[src/rtl/metrics_pkg.sv]
// Shared definitions for the metrics display: metric and state encodings,
// segment constants, paging limits, conversion widths and small helpers.
package metrics_pkg;

  // Binary operand width and BCD accumulator geometry.
  localparam int CONV_W     = 35;
  localparam int BCD_DIGITS = 11;
  localparam int BCD_W      = 4 * BCD_DIGITS;

  // Active-low segment patterns {g,f,e,d,c,b,a}.
  localparam logic [6:0] SEG_DASH  = 7'h3F;
  localparam logic [6:0] SEG_BLANK = 7'h7F;

  // Highest page index per metric: 6 digits for 17-bit values, 12 for DIST.
  localparam logic [2:0] LAST_PAGE_SHORT = 3'd2;
  localparam logic [2:0] LAST_PAGE_DIST  = 3'd5;

  typedef enum logic [1:0] {
    AREA  = 2'd0,
    PERIM = 2'd1,
    DIST  = 2'd2
  } metric_e;

  typedef enum logic [1:0] {
    IDLE = 2'd0,
    LOAD = 2'd1,
    CONV = 2'd2,
    SHOW = 2'd3
  } state_e;

  // Decimal digit to active-low segment pattern; non-decimal codes blank.
  function automatic logic [6:0] seg_of(input logic [3:0] d);
    logic [6:0] s;
    case (d)
      4'd0:    s = 7'h40;
      4'd1:    s = 7'h79;
      4'd2:    s = 7'h24;
      4'd3:    s = 7'h30;
      4'd4:    s = 7'h19;
      4'd5:    s = 7'h12;
      4'd6:    s = 7'h02;
      4'd7:    s = 7'h78;
      4'd8:    s = 7'h00;
      4'd9:    s = 7'h10;
      default: s = SEG_BLANK;
    endcase
    return s;
  endfunction

  // Double-dabble correction: every digit >= 5 gets +3 before the shift.
  function automatic logic [BCD_W-1:0] bcd_adjust(input logic [BCD_W-1:0] v);
    logic [BCD_W-1:0] r;
    r = v;
    for (int i = 0; i < BCD_DIGITS; i++) begin
      if (v[4*i +: 4] >= 4'd5) r[4*i +: 4] = v[4*i +: 4] + 4'd3;
    end
    return r;
  endfunction

  function automatic logic [2:0] last_page(input metric_e m);
    return (m == DIST) ? LAST_PAGE_DIST : LAST_PAGE_SHORT;
  endfunction

  // Paging order AREA -> PERIM -> DIST -> AREA.
  function automatic metric_e next_metric(input metric_e m);
    metric_e n;
    case (m)
      AREA:    n = PERIM;
      PERIM:   n = DIST;
      default: n = AREA;
    endcase
    return n;
  endfunction

endpackage

[src/rtl/metrics_display_if.sv]
// Bundle between the image-processing producer and the metrics display:
// metric inputs with their done strobe, and the display/status outputs.
interface metrics_display_if;
  logic        pdi_done;
  logic [16:0] hand_area;
  logic [16:0] hand_perimeter;
  logic [34:0] max_distance;
  logic [6:0]  hex1;
  logic [6:0]  hex0;
  logic [1:0]  metric_sel;
  logic [2:0]  page;
  logic        busy;
  logic        valid;

  // Producer side: drives metrics, observes the display.
  modport master (
    output pdi_done, hand_area, hand_perimeter, max_distance,
    input  hex1, hex0, metric_sel, page, busy, valid
  );

  // Display side.
  modport slave (
    input  pdi_done, hand_area, hand_perimeter, max_distance,
    output hex1, hex0, metric_sel, page, busy, valid
  );
endinterface

[src/rtl/bin2bcd_seq.sv]
// Sequential double-dabble converter: one load cycle, then CONV_W
// add-3/shift iterations. done pulses for one cycle when bcd is final;
// start always reloads, which aborts a conversion in progress.
module bin2bcd_seq
  import metrics_pkg::*;
(
  input  logic              clk,
  input  logic              rst,
  input  logic              start,
  input  logic [CONV_W-1:0] bin,
  output logic [BCD_W-1:0]  bcd,
  output logic              done
);

  localparam logic [5:0] ITER_LAST = 6'(CONV_W - 1);

  logic [CONV_W-1:0] shreg;
  logic [BCD_W-1:0]  adj;
  logic [5:0]        iter;
  logic              running;

  // Correction of the accumulator ahead of this cycle's shift.
  assign adj = bcd_adjust(bcd);

  // Load on start, otherwise shift {bcd, shreg} left once per cycle.
  always_ff @(posedge clk or negedge rst) begin
    if (!rst) begin
      shreg   <= '0;
      bcd     <= '0;
      iter    <= '0;
      running <= 1'b0;
      done    <= 1'b0;
    end else if (start) begin
      // NOTE: sequential state uses non-blocking assignments so every register
      // samples pre-edge values and the shift pair updates as one.
      shreg   <= bin;
      bcd     <= '0;
      iter    <= '0;
      running <= 1'b1;
      done    <= 1'b0;
    end else if (running) begin
      bcd   <= {adj[BCD_W-2:0], shreg[CONV_W-1]};
      shreg <= {shreg[CONV_W-2:0], 1'b0};
      iter  <= iter + 6'd1;
      if (iter == ITER_LAST) begin
        running <= 1'b0;
        done    <= 1'b1;
      end
    end else begin
      done <= 1'b0;
    end
  end

endmodule

[src/rtl/metrics_display.sv]
// Metrics display top: latches area/perimeter/distance on pdi_done, converts
// the selected metric to decimal and pages it two digits at a time onto two
// active-low 7-segment displays, cycling AREA -> PERIM -> DIST.
// Build option: define METRICS_DISPLAY_LZB_EN for leading-zero blanking.
module metrics_display
  import metrics_pkg::*;
#(
  parameter int DWELL_CYCLES = 50_000_000,
  parameter int TMR_W        = 26
) (
  input logic               clk,
  input logic               rst,
  metrics_display_if.slave  bus
);

  localparam logic [TMR_W-1:0] TMR_LAST = TMR_W'(DWELL_CYCLES - 1);

  state_e            state, state_next;
  metric_e           metric_sel, sel_next;
  logic [2:0]        page, page_next;
  logic [TMR_W-1:0]  tmr, tmr_next;
  logic [BCD_W-1:0]  disp, disp_next;
  logic              latch, hex_load;

  logic [16:0]       area_q, perim_q;
  logic [34:0]       dist_q;
  logic              valid_q;
  logic [6:0]        hex1_q, hex0_q;

  logic              conv_start, conv_done;
  logic [CONV_W-1:0] operand;
  logic [BCD_W-1:0]  bcd;

  logic [BCD_W+3:0]  ext;
  logic [3:0]        dig_hi, dig_lo;
  logic              blank_hi, blank_lo;
  logic [6:0]        seg_hi, seg_lo;

  bin2bcd_seq u_bin2bcd (
    .clk   (clk),
    .rst   (rst),
    .start (conv_start),
    .bin   (operand),
    .bcd   (bcd),
    .done  (conv_done)
  );

  // State register.
  always_ff @(posedge clk or negedge rst) begin
    if (!rst) state <= IDLE;
    else      state <= state_next;
  end

  // Next state plus next paging/timer/display values; pdi_done wins over all.
  always_comb begin
    // NOTE: every output of this block gets a default first, so no path
    // leaves a value unassigned and no latch is inferred.
    state_next = state;
    sel_next   = metric_sel;
    page_next  = page;
    tmr_next   = tmr;
    disp_next  = disp;
    latch      = 1'b0;
    hex_load   = 1'b0;
    if (bus.pdi_done) begin
      latch      = 1'b1;
      sel_next   = AREA;
      page_next  = 3'd0;
      state_next = LOAD;
    end else begin
      case (state)
        LOAD: state_next = CONV;
        CONV: begin
          if (conv_done) begin
            disp_next  = bcd;
            page_next  = 3'd0;
            tmr_next   = '0;
            hex_load   = 1'b1;
            state_next = SHOW;
          end
        end
        SHOW: begin
          if (tmr == TMR_LAST) begin
            tmr_next = '0;
            if (page == last_page(metric_sel)) begin
              page_next  = 3'd0;
              sel_next   = next_metric(metric_sel);
              state_next = LOAD;
            end else begin
              page_next = page + 3'd1;
              hex_load  = 1'b1;
            end
          end else begin
            tmr_next = tmr + 1'b1;
          end
        end
        default: state_next = state;
      endcase
    end
  end

  // Outputs: converter control, operand select and segment decode of the
  // page about to be shown.
  always_comb begin
    conv_start = (state == LOAD);
    case (metric_sel)
      AREA:    operand = CONV_W'(area_q);
      PERIM:   operand = CONV_W'(perim_q);
      DIST:    operand = dist_q;
      default: operand = '0;
    endcase
    // Digit 11 does not exist in the accumulator and always reads as 0.
    ext      = {4'h0, disp_next};
    dig_hi   = 4'h0;
    dig_lo   = 4'h0;
    blank_hi = 1'b0;
    blank_lo = 1'b0;
    for (int i = 0; i < 6; i++) begin
      if (page_next == 3'(i)) begin
        dig_hi = ext[8*i+4 +: 4];
        dig_lo = ext[8*i +: 4];
`ifdef METRICS_DISPLAY_LZB_EN
        // A digit blanks when it and every digit above it are zero.
        blank_hi = ((ext >> (8*i + 4)) == '0);
        blank_lo = (i != 0) && ((ext >> (8*i)) == '0);
`endif
      end
    end
    seg_hi = blank_hi ? SEG_BLANK : seg_of(dig_hi);
    seg_lo = blank_lo ? SEG_BLANK : seg_of(dig_lo);
  end

  // Datapath: shadow metrics, paging counters and the held hex pattern.
  always_ff @(posedge clk or negedge rst) begin
    if (!rst) begin
      metric_sel <= AREA;
      page       <= 3'd0;
      tmr        <= '0;
      disp       <= '0;
      area_q     <= '0;
      perim_q    <= '0;
      dist_q     <= '0;
      valid_q    <= 1'b0;
      hex1_q     <= SEG_DASH;
      hex0_q     <= SEG_DASH;
    end else begin
      metric_sel <= sel_next;
      page       <= page_next;
      tmr        <= tmr_next;
      disp       <= disp_next;
      if (latch) begin
        area_q  <= bus.hand_area;
        perim_q <= bus.hand_perimeter;
        dist_q  <= bus.max_distance;
        valid_q <= 1'b1;
      end
      // Hex only changes when a page is entered; LOAD/CONV keep the old one.
      if (hex_load) begin
        hex1_q <= seg_hi;
        hex0_q <= seg_lo;
      end
    end
  end

  assign bus.hex1       = hex1_q;
  assign bus.hex0       = hex0_q;
  assign bus.metric_sel = metric_sel;
  assign bus.page       = page;
  assign bus.busy       = (state == LOAD) || (state == CONV);
  assign bus.valid      = valid_q;

endmodule

[src/flat_wrapper.sv]
// flat-port wrapper written by rule: the top's interface ports become plain ports
module metrics_display_flat import metrics_pkg::*;
#(
  parameter int DWELL_CYCLES = 50_000_000,
  parameter int TMR_W        = 26
)
  (clk, rst, bus_pdi_done, bus_hand_area, bus_hand_perimeter, bus_max_distance, bus_hex1, bus_hex0, bus_metric_sel, bus_page, bus_busy, bus_valid);
  metrics_display_if bus_i ();
  input logic clk;
  input logic rst;
  input wire logic [$bits(bus_i.pdi_done)-1:0] bus_pdi_done;
  input wire logic [$bits(bus_i.hand_area)-1:0] bus_hand_area;
  input wire logic [$bits(bus_i.hand_perimeter)-1:0] bus_hand_perimeter;
  input wire logic [$bits(bus_i.max_distance)-1:0] bus_max_distance;
  output wire logic [$bits(bus_i.hex1)-1:0] bus_hex1;
  output wire logic [$bits(bus_i.hex0)-1:0] bus_hex0;
  output wire logic [$bits(bus_i.metric_sel)-1:0] bus_metric_sel;
  output wire logic [$bits(bus_i.page)-1:0] bus_page;
  output wire logic [$bits(bus_i.busy)-1:0] bus_busy;
  output wire logic [$bits(bus_i.valid)-1:0] bus_valid;
  assign bus_i.pdi_done = bus_pdi_done;
  assign bus_i.hand_area = bus_hand_area;
  assign bus_i.hand_perimeter = bus_hand_perimeter;
  assign bus_i.max_distance = bus_max_distance;
  assign bus_hex1 = bus_i.hex1;
  assign bus_hex0 = bus_i.hex0;
  assign bus_metric_sel = bus_i.metric_sel;
  assign bus_page = bus_i.page;
  assign bus_busy = bus_i.busy;
  assign bus_valid = bus_i.valid;
  metrics_display #(.DWELL_CYCLES(DWELL_CYCLES), .TMR_W(TMR_W)) u_core (.clk(clk), .rst(rst), .bus(bus_i));
endmodule
[config.mk]
export PLATFORM = sky130hd
export DESIGN_NAME = metrics_display_flat
export DESIGN_NICKNAME = d
export VERILOG_FILES = /design/src/rtl/metrics_pkg.sv /design/src/rtl/metrics_display_if.sv /design/src/rtl/bin2bcd_seq.sv /design/src/rtl/metrics_display.sv /design/src/flat_wrapper.sv
export SDC_FILE = /design/constraint.sdc
export NUM_CORES = 1
export LEC_CHECK = 0
export ABC_CLOCK_PERIOD_IN_PS = 10000
export BUFFER_PORTS_ARGS = -buffer_cell sky130_fd_sc_hd__buf_2
export CORE_MARGIN = 1.5
export CORE_UTILIZATION = 35
export CTS_BUF_LIST = sky130_fd_sc_hd__clkbuf_8
export CTS_CLUSTER_DIAMETER = 80
export DETAILED_ROUTE_END_ITERATION = 7
export PLACE_DENSITY = 0.47
export SLEW_MARGIN = 5
export SYNTH_ARGS = -nofsm -noshare
export SYNTH_HDL_FRONTEND = slang
export SYNTH_SLANG_ARGS = --single-unit
export TNS_END_PERCENT = 100
[constraint.sdc]
create_clock -name clk -period 10 [get_ports clk]
set_input_delay 0.5 -clock clk [delete_from_list [all_inputs] [get_ports clk]]
set_output_delay 0.5 -clock clk [all_outputs]
set_load 0.005 [all_outputs]
# Word-level counts from Yosys, hierarchy flattened
# Memories as Yosys holds them, arrays and structs flattened. A register that Yosys moved wholly into a read port is not among the register bits.
# Cells that the tools add are included.
[totals] register_bits=234 mem_bits_ro=224 inputBits=72 output_inout_bits=21 n_memories=2
[classes] add_sub_neg=14 n_lt_le_gt_ge=11 n_eq_ne=18 n_mux=64 n_bitwise=1 n_reduce_logical=14
[mem_list] name="(name not given)" words=16 word_bits=7 read_ports=1 rd_ports_with_merged_regs=1 write_ports=0 line="metrics_pkg.sv:34" rtl="case (d)"
[mem_list] name="(name not given)" words=16 word_bits=7 read_ports=1 rd_ports_with_merged_regs=1 write_ports=0 line="metrics_pkg.sv:34"
[ops] operator="2-to-1 mux 44 bit" n=5
[ops] operator="case mux 35 bit (3 select lines)" n=1
[ops] operator="2-to-1 mux 4 bit" n=22
[ops] operator="2-to-1 mux 35 bit" n=2
[ops] operator="2-to-1 mux 26 bit" n=2
[ops] operator="case mux 26 bit (2 select lines)" n=1
[ops] operator=">= comparator 4 x 3 -> 1 bit (second input constant)" n=11
[ops] operator="adder 4 x 2 -> 4 bit (second input constant)" n=10
[ops] operator="adder 26 x 1 -> 26 bit (second input constant)" n=1
[ops] operator="== test 26 bit (second input constant)" n=1
[ops] operator="2-to-1 mux 3 bit" n=6
[ops] operator="2-to-1 mux 2 bit" n=8
[ops] operator="2-to-1 mux 6 bit" n=2
[ops] operator="2-to-1 mux 1 bit" n=11
[ops] operator="nonzero test 2 bit" n=5
[ops] operator="adder 6 x 1 -> 6 bit (second input constant)" n=1
[ops] operator="== test 2 bit (second input constant)" n=3
[ops] operator="== test 3 x 2 -> 1 bit (second input constant)" n=2
[ops] operator="== test 3 bit (second input constant)" n=2
[ops] operator="== test 6 bit (second input constant)" n=1
[ops] operator="!= test 3 x 2 -> 1 bit (second input constant)" n=2
[ops] operator="case mux 2 bit (3 select lines)" n=1
[ops] operator="case mux 3 bit (2 select lines)" n=1
[ops] operator="AND reduction 3 bit" n=2
[ops] operator="other kinds (17)" n=19

# Logic depth before layout (Yosys ltp)
# Gate-level depths: netlist of run 1.
[depth] depth_word=14 mapped_depth=17 mapped_depth_nobuf=15

# Modules after synthesis
# Synthesis of run 1 repeated with hierarchy kept, for this count alone.
[hier_totals] cells_unflattened=1229 area_unflattened_um2=13117.6
[by_module_without_submodules] mod="metrics_display" instances=1 cells_per_inst=731 area_per_inst_um2=8335.5
[by_module_without_submodules] mod="bin2bcd_seq" instances=1 cells_per_inst=498 area_per_inst_um2=4782.1

# Worst setup path after synthesis of run 1
# Ideal clock, no wire load.
[synth_timing] path_kind="reg-to-reg" startpoint="reg u_core.tmr[0]" endpoint="reg u_core.hex1_q[5], in the netlist u_core.bus.hex1[5]" arrival_ns=3.309 required_time_ns=9.919 path_slack_ns=6.609 stages_incl_launch_ff=16 synth_period_minus_slack_ns=3.391 cell_sequence="dfrtp_1 ha_1 nand3_1 or4_1 o211ai_1 nand3_1 buf_6 buf_4 mux2i_1 mux2i_1 a21oi_1 inv_1 ha_1 or3_1 mux2i_1 o21ai_1"
[synth_between] elab_chain_cells=11 word_cells_on_any_way=19 classes_between="eq/ne: 6; mux: 12; reduce/logical: 1"
[synth_rtl] item="start: declaration" line="metrics_display.sv:21" rtl="logic [TMR_W-1:0] tmr, tmr_next;"
[synth_rtl] item="start signal: assignment" line="metrics_display.sv:149" rtl="tmr <= tmr_next;"
[synth_rtl] item="== test 26 bit *" line="metrics_display.sv:83" rtl="if (tmr == TMR_LAST) begin"
[synth_rtl] item="2-to-1 mux 3 bit *" line="metrics_display.sv:83"
[synth_rtl] item="case mux 3 bit (2 select lines) *" line="metrics_display.sv:71" rtl="case (state)"
[synth_rtl] item="2-to-1 mux 3 bit *" line="metrics_display.sv:65" rtl="if (bus.pdi_done) begin"
[synth_rtl] item="via u_core.page_next[0]" line="metrics_display.sv:20" rtl="logic [2:0] page, page_next;"
[synth_rtl] item="logical NOT 3 bit" line="metrics_display.sv:119" rtl="if (page_next == 3'(i)) begin"
[synth_rtl] item="2-to-1 mux 4 bit (5 in a row)" line="metrics_display.sv:119"
[synth_rtl] item="2-to-1 mux 4 bit *" line="metrics_display.sv:119"
[synth_rtl] item="end: declaration" line="metrics_display.sv:28" rtl="logic [6:0] hex1_q, hex0_q;"
# Mark *: on every way through the listed nets, which the timed path passes. The rest lies on a longest branch.
# A chain may end at the register's enable or synchronous reset.

# Worst setup path after layout of run 1
[layout_timing] startpoint="reg u_core.metric_sel[1], in the netlist u_core.bus.metric_sel[1]" endpoint="reg u_core.hex1_q[5], in the netlist u_core.bus.hex1[5]"
[layout_between] elab_chain_cells=14 word_cells_on_any_way=23 classes_between="eq/ne: 7; mux: 15; reduce/logical: 1"
[layout_rtl] item="start: declaration" line="metrics_display.sv:19" rtl="metric_e metric_sel, sel_next;"
[layout_rtl] item="start signal: assignment" line="metrics_display.sv:147" rtl="metric_sel <= sel_next;"
[layout_rtl] item="== test 2 bit *" line="metrics_pkg.sv:61" rtl="return (m == DIST) ? LAST_PAGE_DIST : LAST_PAGE_SHORT;"
[layout_rtl] item="2-to-1 mux 3 bit *" line="metrics_pkg.sv:61"
[layout_rtl] item="== test 3 bit *" line="metrics_display.sv:85" rtl="if (page == last_page(metric_sel)) begin"
[layout_rtl] item="2-to-1 mux 3 bit" line="metrics_display.sv:85"
[layout_rtl] item="2-to-1 mux 3 bit" line="metrics_display.sv:83"
[layout_rtl] item="case mux 3 bit (2 select lines)" line="metrics_display.sv:71"
[layout_rtl] item="2-to-1 mux 3 bit" line="metrics_display.sv:65"
[layout_rtl] item="logical NOT 3 bit" line="metrics_display.sv:119"
[layout_rtl] item="2-to-1 mux 4 bit (6 in a row)" line="metrics_display.sv:119"
# Mark *: on every way between the ends. The rest lies on a longest branch, timed or not.

==> flow_metrics.tcl, run 1 <==
set metrics [dict create \
    drive_gt1_share_pct 22.3 \
    p_leak_nw 6.71 \
    cts_resized 0 \
    grt_setup_unrepaired "false" \
    crit_type "flop to flop" \
    setup_viol 0 \
    grt_max_degree 120 \
    seq_area_mm2 0.00622 \
    placed_area_mm2 0.0133 \
    worst-endpoint-arrival_ns 4.87 \
    antenna_found_initial 1 \
    drc 0 \
    finalClockSkew_ns 0.0241 \
    die_area_mm2 0.0370 \
    p_per_area_mw_per_mm2 175 \
    post-dp-hpwl_um 18200 \
    worstSkewPairLatency_ns 0.57 \
    io_buffers 92 \
    firstDrtPassIters 5 \
    yosysSeqAreaShare_pct 49.6 \
    clock_path_buffers 3 \
    cts_tree "yes" \
    fin_crit_sh_pct 43.8 \
    relSlewSlack_pct 35.4 \
    grt_usage_pct 15.9 \
    grt_overflow 0 \
    die_w_um 192 \
    hp-class "input port to asynchronous set/reset pin" \
    end_kind "flop" \
    multi_input_area_mm2 0.00579 \
    cp-start-kind "flop" \
    nets 1415 \
    areaGrowthSynthToFinish_pct 13.8 \
    status "finished, final reports clean" \
    synth_edf_count 0 \
    synth_flop_cell "dfrtp_1" \
    hold_ws_ns 0.0247 \
    cts_setup_buffers 0 \
    avgSynthCellArea_um2 10.3 \
    fin_crit_ns 4.38 \
    ant_nets 0 \
    synth_area_mm2 0.0126 \
    synth.distinct_cells 72 \
    met2_wirelength_um 12500 \
    diodes 0 \
    fill_cells 3551 \
    cts_made_buffers 46 \
    die_h_um 192 \
    ir_worst_vdd_mv 0.108 \
    drv_cap 0 \
    crit_fanout 39 \
    drt_iter0_drc 439 \
    htreeDepth 2 \
    vias_per_cell 4.97 \
    highest_layer "met4" \
    ctsHoldBuffers 0 \
    path_clk_slew_ns 0.06 \
    fmax_mhz 228 \
    syn_inst 1222 \
    power_mw 2.50 \
    grt_first_pass_wirelength_um 47700 \
    worstPathRequired_ns 10.49 \
    ys_warn_count 0 \
    syn_nets 1333 \
    final_max_slew_viol_count 0 \
    gp_congestion 0.777 \
    routed_wl_um 28200 \
    start_util_pct 35.5 \
    coreArea_mm2 0.0354 \
    tns_ns 0 \
    hold_viol_final 0 \
    cts.sinks 248 \
    synth_seq_cells 248 \
    num_vias 8942 \
    stdcell_area_mm2 0.0143 \
    wl_met1_um 13900 \
    ios 93 \
    wl_per_cell_um 15.7 \
    async_flop_share_pct 100 \
    clock-root-buffer "clkbuf_8" \
    wl_met3_um 1150 \
    tightest_slew_ns 0.968 \
    num_rows 69 \
    grt_pass1_vias 9214 \
]
-- power by group --
part	internal (mW)	switching, mW	leakage (nW)	total, mW
sequential	1.09	0.0550	3.21	1.15
clock	0.567	0.433	0.543	1.00
combinational	0.125	0.230	2.95	0.354
total	1.78	0.717	6.71	2.50
-- cells by family (layout without fill, tap and decap cells) --
logic type,Yosys count,after routing,share of synthesized area [%]
xor+xnor,26,26,1.81
buf+inv,119,234,4.46
flops,248,248,49.6
simple gates,339,339,12.8
compound gates,274,274,12.4
mux,177,177,15.0
fa+ha+maj,39,39,3.89
-- stage by stage --
step	setup WS (ns)	cells	util, %
finish	5.62	1798	40.4
global route	5.10	1798	40.4
floorplan	6.61	1222	-
CTS	5.59	1798	40.4
detailed placement	5.60	1717	37.7
global placement	5.61	1717	37.7
-- per-layer routing --
metal  vias to the layer above  global-route usage, %
li1                       4451                      -
met1                      4297                   21.7
met2                       142                   25.2
met3                        52                   3.35
met4                         0                   5.25
met5                         -                      0
-- path summary, 6_finish.rpt --
check                                    startpoint                  to  slack [ns]  cells after the start
setup / recovery           u_core.bus.metric_sel[1]  u_core.bus.hex1[5]        5.62                     13
hold / removal                                  rst      u_core.tmr[19]        0.02                      1
setup reg to reg           u_core.bus.metric_sel[1]  u_core.bus.hex1[5]        5.62                     13
hold reg to reg                     u_core.disp[21]     u_core.disp[21]        0.46                      2
max in group asynchronous                       rst     u_core.disp[15]        8.42                      2
min in group clk              bus_hand_perimeter[1]   u_core.perim_q[1]        0.17                      2
-- layout by cell type (no fill, tap or decap), drive strengths merged, types with 4 or more instances in the layout --
cell type / synthesis / final
a211oi: 5 / 5
a21oi: 73 / 73
a31oi: 12 / 12
and3: 9 / 9
buf: 19 / 102
clkbuf: 49 / 61
clkinv: 1 / 5
dfrtp: 236 / 236
dfstp: 12 / 12
ha: 39 / 39
inv: 50 / 64
mux2: 90 / 90
mux2i: 87 / 87
nand2: 118 / 118
nand2b: 16 / 16
nand3: 47 / 47
nand4: 10 / 10
nor2: 85 / 85
nor2b: 4 / 4
nor3: 18 / 18
nor4b: 5 / 5
o211ai: 5 / 5
o21a: 6 / 6
o21ai: 140 / 140
o31ai: 7 / 7
or2: 4 / 4
or3: 5 / 5
xnor2: 13 / 13
xor2: 13 / 13
-- cells in the mapped netlist (3+ instances only) --
library cell	number	area (um^2)
nor3_1	18	90.1
or2_2	4	25.0
dfstp_2	12	315
nand3_1	47	235
nor2_1	83	312
clkbuf_1	44	165
dfrtp_1	236	5910
clkbuf_8	5	68.8
nand2_1	118	443
ha_1	39	488
a31oi_1	12	75.1
and3_1	8	50.1
a22o_1	3	26.3
o21a_1	6	45.0
mux2_2	89	1000
a211oi_1	5	37.5
nor4b_2	3	45.0
nand4_1	9	56.3
o41ai_1	3	26.3
and2_1	3	18.8
or3_1	4	25.0
o31ai_1	7	52.6
o21ai_0	137	686
buf_6	5	56.3
buf_1	10	37.5
nor2b_1	4	25.0
a21oi_1	73	365
o211ai_1	5	37.5
mux2i_1	87	871
nand2b_1	16	100
xor2_1	13	114
nor4_1	3	18.8
xnor2_1	13	114
inv_1	48	180
o32ai_1	3	26.3
-- layout make-up --
| cell class | instances | share of cell area [%] |
|---|---|---|
| sequential | 248 | 43.6 |
| clock inverter | 20 | 0.771 |
| timing repair buffer | 102 | 3.84 |
| inverter | 51 | 1.37 |
| clock buffer | 61 | 5.88 |
| multi-input combinational | 855 | 40.5 |
| tap | 461 | 4.04 |
-- registers in the layout (all words and copies together) (netlist names), 3 cells and up --
register,flops
u_core.u_bin2bcd.bcd,44
u_core.bus.hex0,7
u_core.dist_q,35
u_core.perim_q,17
u_core.u_bin2bcd.shreg,35
u_core.area_q,17
u_core.tmr,26
u_core.disp,44
u_core.bus.hex1,7
u_core.u_bin2bcd.iter,6
u_core.bus.page,3
-- worst max-delay path, stage by stage, from the launching register on --
cell     delay, ns
dfrtp_1       0.76
nor2b_4       0.88
a31oi_1       0.23
nand2_1       0.19
nor2_1        0.09
nor2_2        0.35
inv_1         0.27
and3_1        0.21
a21oi_1       0.37
inv_1         0.13
ha_1          0.21
or3_1         0.36
mux2i_1       0.13
o21ai_1       0.08
(Power assumes the default switching activity.)
==> run 2: changes to the inputs <==
--- a/config.mk
+++ b/config.mk
@@ -5,14 +5,14 @@
 export SDC_FILE = /design/constraint.sdc
 export NUM_CORES = 1
 export LEC_CHECK = 0
-export ABC_CLOCK_PERIOD_IN_PS = 10000
+export ABC_CLOCK_PERIOD_IN_PS = 3550
 export BUFFER_PORTS_ARGS = -buffer_cell sky130_fd_sc_hd__buf_2
 export CORE_MARGIN = 1.5
 export CORE_UTILIZATION = 35
 export CTS_BUF_LIST = sky130_fd_sc_hd__clkbuf_8
 export CTS_CLUSTER_DIAMETER = 80
 export DETAILED_ROUTE_END_ITERATION = 7
-export PLACE_DENSITY = 0.47
+export PLACE_DENSITY = 0.49
 export SLEW_MARGIN = 5
 export SYNTH_ARGS = -nofsm -noshare
 export SYNTH_HDL_FRONTEND = slang
==> constraint.sdc (replaced) <==
create_clock -name clk -period 3.55 [get_ports clk]
set_input_delay 0.1775 -clock clk [delete_from_list [all_inputs] [get_ports clk]]
set_output_delay 0.1775 -clock clk [all_outputs]
set_load 0.005 [all_outputs]
==> run 2 against run 1 <==
Effect of this change: sequential cell count stayed put; largest power group unchanged; critical path depth is 1 lower; hold slack better by 0.22 ns.
==> flow_metrics.tcl, run 2 (same netlist as run 1, synthesis figures left out) <==
set metrics [dict create \
    status "finished, final reports clean" \
    worst-endpoint-arrival_ns 3.84 \
    crit_type "flop to flop" \
    start_util_pct 35.5 \
    placed_area_mm2 0.0136 \
    die_area_mm2 0.0370 \
    p_seq_share_pct 45.4 \
    coreArea_mm2 0.0354 \
    antenna_found_initial 0 \
    critPathSlowestCell "or4_4" \
    firstDrtPassIters 4 \
    relSlewSlack_pct 34.7 \
    diodes 0 \
    fmax_mhz 296 \
    critPathTopFamily "simple AND/OR/NAND/NOR gates" \
    die_w_um 192 \
    grt_overflow 0 \
    grt_setup_unrepaired "false" \
    tightest_slew_ns 0.979 \
    p_int_mw 5.05 \
    clock_path_buffers 3 \
    cts_tree "yes" \
    vias_per_cell 4.98 \
    finalClockSkew_ns 0.0275 \
    path_clk_slew_ns 0.06 \
    grt_max_degree 96 \
    cts_made_buffers 44 \
    end_kind "flop" \
    setup_viol 0 \
    drive_gt1_share_pct 23.4 \
    fin_crit_ns 3.37 \
    top_usage_layer "met2" \
    clkPwrFrac_pct 38.8 \
    hp-class "input port to asynchronous set/reset pin" \
    p_sw_share_pct 28.7 \
    nets 1515 \
    use_met1_pct 21.3 \
    worstSkewPairLatency_ns 0.56 \
    htreeDepth 2 \
    hold_viol_final 0 \
    grt_first_pass_wirelength_um 49000 \
    drt_iter0_drc 515 \
    tns_ns 0 \
    io_buffers 92 \
    power_mw 7.08 \
    wl_per_cell_um 15.1 \
    drv_cap 0 \
    ios 93 \
    p_leak_nw 7.19 \
    ant_nets 0 \
    fill_cells 3461 \
    cp-start-kind "flop" \
    cts.sinks 248 \
    gr-usage-met3_pct 2.91 \
    final_cell_mix "235 x dfrtp_1, 136 x o21ai_0, 118 x nand2_1" \
    grt_pass1_vias 9744 \
    crit_fanout 10 \
    num_rows 69 \
    clock-root-buffer "clkbuf_8" \
    layout_commonest_cell "dfrtp_1" \
    p_comb_share_pct 15.8 \
    die_h_um 192 \
    grt_use_met2_pct 27.3 \
    switchingPower_mw 2.03 \
    grt_usage_pct 16.2 \
    gp_congestion 0.768 \
    p_per_area_mw_per_mm2 462 \
    path_buf_inv 2 \
    routed_wl_um 28700 \
    fin_crit_sh_pct 95.1 \
    stdcell_area_mm2 0.0153 \
    worstPathRequired_ns 4.01 \
    max_stage_delay_ns 0.58 \
    final_max_slew_viol_count 0 \
    post-dp-hpwl_um 18600 \
    top_regs "u_core.disp (44), u_core.u_bin2bcd.bcd (44)" \
    ir_worst_vdd_mv 0.309 \
    num_vias 9455 \
    path_cells "nor4b_2, nand4_1, or4_4, o211a_4, inv_6, a21boi_0, a221oi_1, o22a_2, ha_1, inv_1, or3_1, a31oi_1" \
    drc 0 \
    areaGrowthSynthToFinish_pct 22.1 \
]
## run 2: worst reg2reg max path, stage by stage, from the launching register on
cell,delay (ns)
dfrtp_1,0.42
nor4b_2,0.34
nand4_1,0.19
or4_4,0.58
o211a_4,0.30
inv_6,0.10
a21boi_0,0.08
a221oi_1,0.32
o22a_2,0.24
ha_1,0.17
inv_1,0.04
or3_1,0.35
a31oi_1,0.17
## run 2: path summary, 6_finish.rpt
| path | depth (start not counted) | slack (ns) | from | end |
|---|---|---|---|---|
| min in group clk | 3 | 0.39 | bus_hand_perimeter[12] | u_core.perim_q[12] |
| max in group asynchronous | 3 | 2.30 | rst | u_core.dist_q[26] |
| min reg2reg | 2 | 0.47 | u_core.bus.hex1[5] | u_core.bus.hex1[5] |
| max reg2reg | 12 | 0.18 | u_core.tmr[16] | u_core.bus.hex0[2] |
| max | 12 | 0.18 | u_core.tmr[16] | u_core.bus.hex0[2] |
| min | 2 | 0.25 | rst | u_core.tmr[15] |
## run 2: metal layers
layer / vias to the layer above / wire (um)
li1: 4651 / -
met1: 4613 / 13500
met2: 150 / 13600
met3: 41 / 1030
met4: 0 / 561
met5: - / 0
## run 2: cell type report
class | instances | area (um^2) | share of cell area (%)
clock inverters | 23 | 134 | 0.874
inverters | 51 | 196 | 1.28
multi-input cells | 855 | 5840 | 38.1
flip-flops and latches | 248 | 6220 | 40.6
well taps | 461 | 577 | 3.76
clock buffers | 58 | 798 | 5.21
repair buffers | 204 | 1550 | 10.1
## run 2: power groups by stage
stage	combinational (mW)	sequential [mW]	clock, mW
floorplan	0.716	3.23	0
global placement	1.07	3.26	0
detailed placement	1.09	3.27	0
CTS	1.15	3.22	2.87
global route	1.28	3.25	2.99
finish	1.12	3.22	2.75
## run 2: stage by stage
stage	setup slack [ns]	std cells	util, %	hold WS [ns]
floorplan	0.159	1222	-	-0.118
global placement	0.0650	1745	38.5	0.268
detailed placement	0.0485	1745	38.5	0.261
CTS	0.0413	1897	43.1	0.281
global route	0.00604	1900	43.3	0.303
finish	0.175	1900	43.3	0.247
## run 2: repair_timing
| action | in CTS | in global routing |
|---|---|---|
| hold endpoints to repair | 161 | 0 |
| gates resized for setup | 0 | 11 |
| hold buffers | 71 | 0 |
| setup buffers | 0 | 3 |
| setup endpoints to repair | 0 | 9 |
